File: config.mk
export PLATFORM = sky130hd
export DESIGN_NAME = uart_tx_frame
export DESIGN_NICKNAME = d
export VERILOG_FILES = /design/src/rtl/uart_pkg.sv /design/src/rtl/uart_byte_tx.sv /design/src/rtl/uart_tx_frame.sv
export SDC_FILE = /design/constraint.sdc
export NUM_CORES = 1
export LEC_CHECK = 0
export BUFFER_PORTS_ARGS = -buffer_cell sky130_fd_sc_hd__buf_2
export CAP_MARGIN = 15
export CORE_UTILIZATION = 56
export CTS_CLUSTER_DIAMETER = 50
export DETAILED_ROUTE_END_ITERATION = 7
export PLACE_DENSITY = 0.79
export SETUP_SLACK_MARGIN = 0.15
export SLEW_MARGIN = 15
export SYNTH_ARGS = -nofsm -noshare
export SYNTH_HDL_FRONTEND = slang
export SYNTH_SLANG_ARGS = --single-unit
File: constraint.sdc
create_clock -name Clk -period 2.4 [get_ports Clk]
set_input_delay 0.12 -clock Clk [delete_from_list [all_inputs] [get_ports Clk]]
set_output_delay 0.12 -clock Clk [all_outputs]
set_load 0.02 [all_outputs]
File: src/rtl/uart_pkg.sv
// Shared definitions for the multi-byte UART transmitter.
// Contents: top-FSM state enum, character bit-count constants and the
// bit-period (baud divisor) constant function.
package uart_pkg;

    typedef enum logic [1:0] {
        IDLE = 2'd0,
        SEND = 2'd1,
        DONE = 2'd2
    } frame_state_t;

    localparam int unsigned DATA_BITS  = 8;
    localparam int unsigned START_BITS = 1;

    // Clocks per serial bit, integer-truncated (no fractional accumulation).
    function automatic int unsigned baud_div(input int unsigned clk_hz, input int unsigned baud);
        return clk_hz / baud;
    endfunction

endpackage

File: src/rtl/uart_byte_tx.sv
// Single-character UART serialiser: start bit, 8 data bits LSB first,
// optional parity bit (macro UART_TX_PARITY_EN), STOP_BITS stop bits,
// each bit lasting DIV clocks.
// Ports:
//   Clk, Reset  - clock, synchronous active-high reset
//   Send_En     - 1-cycle strobe, loads Data8 and starts a character
//   Data8       - character to send, sampled with Send_En
//   Tx_Done     - 1-cycle pulse during the last clock of the final stop bit
//   uart_tx     - serial line, idle high
module uart_byte_tx
    import uart_pkg::*;
#(
    parameter int unsigned DIV        = 434,
    parameter int unsigned STOP_BITS  = 1,
    parameter int unsigned PARITY_ODD = 0
) (
    input  logic       Clk,
    input  logic       Reset,
    input  logic       Send_En,
    input  logic [7:0] Data8,
    output logic       Tx_Done,
    output logic       uart_tx
);

`ifdef UART_TX_PARITY_EN
    localparam int unsigned PAR_BITS = 1;
`else
    localparam int unsigned PAR_BITS = 0;
`endif
    localparam int unsigned NBITS  = START_BITS + DATA_BITS + PAR_BITS + STOP_BITS;
    localparam int unsigned BAUD_W = $clog2(DIV);
    localparam int unsigned BIT_W  = $clog2(NBITS);

    // Early Tx_Done needs at least two clocks per bit.
    if (DIV < 2 || STOP_BITS < 1 || STOP_BITS > 2 || PARITY_ODD > 1) begin : g_bad_cfg
        $error("uart_byte_tx: unsupported parameter set");
    end

    logic [NBITS-1:0]  char_c;
    logic [NBITS-1:0]  tx_sh;
    logic [BAUD_W-1:0] baud_cnt;
    logic [BIT_W-1:0]  bit_cnt;
    logic              active;
    logic              last_bit_c;

    // Whole character laid out LSB-first; stop bits come from the '1 fill.
    always_comb begin
        char_c                 = '1;
        char_c[0]              = 1'b0;
        char_c[DATA_BITS:1]    = Data8;
`ifdef UART_TX_PARITY_EN
        char_c[DATA_BITS+1]    = (^Data8) ^ 1'(PARITY_ODD);
`endif
    end

    assign last_bit_c = (bit_cnt == BIT_W'(NBITS - 1));
    assign uart_tx    = tx_sh[0];

    // Bit timing; Tx_Done leads the character end by one clock so the
    // parent can issue the next Send_En on the very edge this one ends.
    always_ff @(posedge Clk) begin
        if (Reset) begin
            tx_sh    <= '1;
            baud_cnt <= '0;
            bit_cnt  <= '0;
            active   <= 1'b0;
            Tx_Done  <= 1'b0;
        end else begin
            Tx_Done <= active && last_bit_c && (baud_cnt == BAUD_W'(DIV - 2));
            if (Send_En) begin
                tx_sh    <= char_c;
                baud_cnt <= '0;
                bit_cnt  <= '0;
                active   <= 1'b1;
            end else if (active) begin
                if (baud_cnt == BAUD_W'(DIV - 1)) begin
                    baud_cnt <= '0;
                    tx_sh    <= {1'b1, tx_sh[NBITS-1:1]};
                    if (last_bit_c) begin
                        active <= 1'b0;
                    end else begin
                        bit_cnt <= bit_cnt + BIT_W'(1);
                    end
                end else begin
                    baud_cnt <= baud_cnt + BAUD_W'(1);
                end
            end
        end
    end

endmodule

File: src/rtl/uart_tx_frame.sv
// Multi-byte UART transmitter: on a rising edge of Trans_Go (in IDLE) the
// NBYTES-wide Data word is latched and sent as NBYTES back-to-back
// characters, followed by a one-cycle Trans_Done.
// Optional feature macro: UART_TX_PARITY_EN (parity bit after data bit 7).
// Ports:
//   Clk, Reset  - clock, synchronous active-high reset
//   Data        - payload, sampled on the accepted start cycle
//   Trans_Go    - start request, rising-edge triggered
//   Trans_Done  - 1-cycle pulse at frame end
//   Busy        - high from acceptance through the Trans_Done cycle
//   uart_tx     - serial line, idle high
module uart_tx_frame
    import uart_pkg::*;
#(
    parameter int unsigned CLK_FREQ   = 50_000_000,
    parameter int unsigned BAUD       = 115200,
    parameter int unsigned NBYTES     = 5,
    parameter int unsigned MSB_FIRST  = 1,
    parameter int unsigned STOP_BITS  = 1,
    parameter int unsigned PARITY_ODD = 0
) (
    input  logic                Clk,
    input  logic                Reset,
    input  logic [8*NBYTES-1:0] Data,
    input  logic                Trans_Go,
    output logic                Trans_Done,
    output logic                Busy,
    output logic                uart_tx
);

    localparam int unsigned DIV   = baud_div(CLK_FREQ, BAUD);
    localparam int unsigned W     = 8 * NBYTES;
    localparam int unsigned IDX_W = (NBYTES > 1) ? $clog2(NBYTES) : 1;

    if (NBYTES < 1 || NBYTES > 16 || MSB_FIRST > 1) begin : g_bad_cfg
        $error("uart_tx_frame: unsupported parameter set");
    end

    frame_state_t     state, state_n;
    logic             go_d;
    logic             armed;
    logic             start_c;
    logic             send_en_c;
    logic             tx_done;
    logic             last_byte_c;
    logic [W-1:0]     shreg;
    logic [W-1:0]     shifted_c;
    logic [IDX_W-1:0] idx;
    logic [7:0]       data8_c;

    // Character at the head of a word in the configured byte order.
    function automatic logic [7:0] head_byte(input logic [W-1:0] v);
        return (MSB_FIRST != 0) ? v[W-1 -: 8] : v[7:0];
    endfunction

    // armed blocks a Trans_Go that was already high during reset.
    assign start_c     = Trans_Go && !go_d && armed;
    assign last_byte_c = (idx == IDX_W'(NBYTES - 1));
    assign shifted_c   = (MSB_FIRST != 0) ? (shreg << 8) : (shreg >> 8);

    // State register.
    always_ff @(posedge Clk) begin
        if (Reset) begin
            state <= IDLE;
        end else begin
            state <= state_n;
        end
    end

    // Next state and character launch; the next character starts on the
    // same edge the previous one completes.
    always_comb begin
        state_n   = state;
        send_en_c = 1'b0;
        data8_c   = head_byte(shifted_c);
        case (state)
            IDLE: begin
                if (start_c) begin
                    state_n   = SEND;
                    send_en_c = 1'b1;
                    data8_c   = head_byte(Data);
                end
            end
            SEND: begin
                if (tx_done) begin
                    if (last_byte_c) begin
                        state_n = DONE;
                    end else begin
                        send_en_c = 1'b1;
                    end
                end
            end
            DONE:    state_n = IDLE;
            default: state_n = IDLE;
        endcase
    end

    // Edge detect, payload shift register, byte index and status flags.
    always_ff @(posedge Clk) begin
        if (Reset) begin
            go_d       <= 1'b0;
            armed      <= !Trans_Go;
            shreg      <= '0;
            idx        <= '0;
            Trans_Done <= 1'b0;
            Busy       <= 1'b0;
        end else begin
            go_d       <= Trans_Go;
            armed      <= armed || !Trans_Go;
            Trans_Done <= (state_n == DONE);
            Busy       <= (state_n != IDLE);
            if (state == IDLE && start_c) begin
                shreg <= Data;
                idx   <= '0;
            end else if (state == SEND && tx_done && !last_byte_c) begin
                shreg <= shifted_c;
                idx   <= idx + IDX_W'(1);
            end
        end
    end

    uart_byte_tx #(
        .DIV        (DIV),
        .STOP_BITS  (STOP_BITS),
        .PARITY_ODD (PARITY_ODD)
    ) u_byte_tx (
        .Clk     (Clk),
        .Reset   (Reset),
        .Send_En (send_en_c),
        .Data8   (data8_c),
        .Tx_Done (tx_done),
        .uart_tx (uart_tx)
    );

endmodule

==> results.rst <==
.. list-table::
   :header-rows: 1

   * - Metric
     - Value
   * - Result of the run
     - finished, final reports clean
   * - Number of antenna violations at the first check in global routing
     - 0
   * - Vias per inst
     - 5.91
   * - Worst-path maximum fanout
     - 11
   * - Count of state elements after synthesis
     - 65
   * - Leading cell type by number of instances after synthesis
     - sky130_fd_sc_hd__dfxtp_1
   * - Clock tree sinks
     - 65
   * - Share of synthesized cell area in and, or, nand and nor gates
     - 0.219
   * - Global-route wire length before repair
     - 11100 um
   * - Sw Pwr
     - 619 uW
   * - Switching Share
     - 0.242
   * - Top_reg_cell synth
     - sky130_fd_sc_hd__dfxtp_1
   * - Area occupied by registers
     - 0.00130 mm2
   * - Syn-to-layout area delta
     - 19.5%
   * - Count of maximum capacitance violations
     - 0
   * - Crit path arrival time
     - 2.21 ns
   * - Cell internal power dissipation
     - 1930 uW
   * - Slew Limit Headroom
     - 0.528
   * - Type of element capturing the critical path
     - register
   * - Post-synthesis share of cell area spent on full adders, half adders and majority gates
     - 0.0295
   * - HPWL reported at the end of detailed placement
     - 4360 um
   * - Multi-input combinational cell area
     - 0.00149 mm2
   * - Kind of launch point of the worst setup path
     - register
   * - Maximum root-to-sink buffer count
     - 2
   * - Clk Latency, worst-skew pair
     - 0.35 ns
   * - Worst-path clk slew
     - 0.08 ns
   * - Final sum of negative setup slack
     - 0 ns
   * - Largest net degree at the start of global routing
     - 49
   * - Most area-hungry cell type in the Yosys netlist
     - sky130_fd_sc_hd__dfxtp_1
   * - Yosys warns
     - 0
   * - CTS resizes
     - 0
   * - Worst Path Class, Setup
     - register to register
   * - Iteration-0 DRC count of the detailed router
     - 242
   * - Final design utilization
     - 0.695
   * - # port buffers
     - 45
   * - Core Rows
     - 26
   * - Final #Nets
     - 439
   * - Number of top-level design ports
     - 46
   * - Hold/Removal Path Class
     - input port to register
   * - Synth Instances
     - 349
   * - Synthesized net count
     - 399
   * - Ys async rst share
     - 0
   * - Sequential Power Share
     - 0.455
   * - Horizontal die dimension
     - 74.8 um
   * - GRT Overall Usage
     - 0.264
   * - Count of hold buffers inserted by post-cts repair
     - 9
   * - Total inserted antenna cells
     - 0
   * - VDD IR max
     - 0.000637 V
   * - Share of total power in the clock network
     - 0.447
   * - Number of routed nets with antenna violations
     - 0
   * - Design Power
     - 2550 uW
   * - Final hold violations
     - 0
   * - Fraction of power consumed by combinational cells
     - 0.097
   * - Top post-synthesis cells by area
     - sky130_fd_sc_hd__dfxtp_1 44%, sky130_fd_sc_hd__a21oi_1 8.1%, sky130_fd_sc_hd__nand3_1 6.4%, sky130_fd_sc_hd__a22oi_1 6.1%, sky130_fd_sc_hd__clkbuf_1 3.0%
   * - Area share of the largest cell type after synthesis
     - 0.438
   * - Die span in y
     - 74.8 um
   * - Syn Area/Cell
     - 8.51 um2
   * - Share of the cycle needed by the critical path after routing
     - 0.809
   * - Count of flip-flops with a built-in enable after synthesis
     - 0
   * - Leakage dissipation
     - 0.00132 uW
   * - Compound-gate portion of the synthesized area
     - 0.219
   * - Initial DRT Pass Iterations
     - 4
   * - Post-Synth XOR/XNOR Area
     - 0.0265
   * - FMAX
     - 515 MHz
   * - Cts bufs inserted
     - 9
   * - Sequential element share of the synthesized area
     - 0.438
   * - Filler cell count
     - 430
   * - Post-layout min period
     - 1.94 ns
   * - Synth top cells by count
     - 65 x sky130_fd_sc_hd__dfxtp_1, 48 x sky130_fd_sc_hd__a21oi_1, 38 x sky130_fd_sc_hd__nand3_1
   * - Number of max-slew violations in the final report
     - 0
   * - Total standard cell area after synthesis
     - 0.00297 mm2
   * - Unrepaired setup endpoints after global routing
     - no
   * - Measured slew at the worst slew-check pin
     - 0.702 ns
   * - Routed via count
     - 2740
   * - Count of different cell masters after synthesis
     - 38
   * - Final Setup Violations
     - 0
   * - Number of buffers inserted to repair setup after CTS
     - 0
   * - Fin Clk Skew
     - 0.0125 ns
   * - Via count of the first global-routing pass
     - 2448
   * - Aggregate global routing overflow
     - 0
   * - Power per Cell Area
     - 719 mW/mm2
   * - Clock tree root buffer cell
     - sky130_fd_sc_hd__clkbuf_8
   * - Minimum hold slack
     - 0.00469 ns
   * - Routed wire length
     - 7010 um
   * - WL/cell
     - 15.1 um
   * - Area of the core
     - 0.00511 mm2
   * - CTS H-tree lvls
     - 3
   * - Total die area
     - 0.00560 mm2
   * - Global placement routability congestion
     - 0.869
   * - Required time of the critical path
     - 2.67 ns
   * - Largest family of logic cells by synthesized area
     - simple AND/OR/NAND/NOR gates
   * - Effective utilization at floorplan
     - 0.581
   * - Multiplexer share of the synthesized area
     - 0.00759
   * - Number of design rule violations left after detail routing
     - 0
   * - Proportion of layout cells with a drive suffix above 1
     - 0.190
   * - Clock tree from TritonCTS
     - yes
-- power by group through the flow --
stage               Combinational [uW]  Clock, uW  Sequential (uW)
finish                             248       1140             1160
global route                       277       1190             1170
CTS                                247       1150             1160
detailed placement                 233          0             1190
global placement                   229          0             1180
floorplan                          154          0             1180
-- metal layers --
layer / global-route usage / share of wire / vias to the layer above
met1: 0.346 / 0.47 / 1294
met3: 0.0830 / 0.043 / 11
met4: 0.105 / 0.023 / 0
li1: - / - / 1363
met2: 0.407 / 0.47 / 72
met5: 0 / 0 / -
-- cell families (layout without fill, tap and decap cells) --
logic type | after synthesis | after routing
AOI/OAI and AO/OA | 105 | 105
muxes | 2 | 2
buffers and inverters | 43 | 88
adders and majority gates | 7 | 7
and+or+nand+nor | 118 | 118
DFF | 65 | 65
xor gates and xnor gates | 9 | 9
-- cells in the final DEF (no fill, tap or decap), drive strengths merged, types with 3 or more instances in the layout --
master	count
dfxtp	65
nor2	12
or3	5
a22oi	24
nand3	38
inv	10
nand4	14
o31ai	6
o21ai	6
xnor2	4
a21o	8
dlygate4sd3	9
xor2	5
o22ai	9
bufinv	3
clkbuf	9
ha	7
nand4b	3
buf	53
a21oi	48
nor3	16
nand2	17
-- final timing paths --
kind                         startpoint                                  to  slack, ns  cells past startpoint
hold / removal                  Data[5]               shreg[5]$_SDFFE_PP0P_      0.005                      3
setup reg to reg    state[1]$_SDFF_PP0_  u_byte_tx.baud_cnt[7]$_SDFFE_PP0P_       0.46                      5
hold reg to reg   shreg[8]$_SDFFE_PP0P_               shreg[8]$_SDFFE_PP0P_       0.47                      2
setup / recovery    state[1]$_SDFF_PP0_  u_byte_tx.baud_cnt[7]$_SDFFE_PP0P_       0.46                      5
-- cell type report --
cell class,count,area share
clock buffers,9,0.0349
flip-flops and latches,65,0.367
clock inverters,7,0.0335
well taps,70,0.0247
repair buffers,62,0.109
inverters,10,0.0106
multi-input cells,241,0.420
-- metrics by stage --
step	area [um2]	std cells	setup WS, ns
finish	3550	464	0.460
global route	3550	464	0.278
CTS	3550	464	0.465
detailed placement	3210	439	0.501
global placement	3210	439	0.582
floorplan	2970	349	0.557
-- critical path: stages (launching register included) --
cell	delay (ns)
sky130_fd_sc_hd__dfxtp_1	0.58
sky130_fd_sc_hd__inv_1	0.28
sky130_fd_sc_hd__nand2_1	0.22
sky130_fd_sc_hd__buf_4	0.21
sky130_fd_sc_hd__nand4b_1	0.34
sky130_fd_sc_hd__nor2_1	0.23
-- registers in the layout, summed over array words and instances (netlist names) --
name,flops
shreg,32
u_byte_tx.active,1
u_byte_tx.tx_sh,9
state,2
go_d,1
armed,1
Busy,1
u_byte_tx.baud_cnt,9
u_byte_tx.bit_cnt,4
idx,3
Trans_Done,1
u_byte_tx.Tx_Done,1
Power figures use the tool's default switching activity.
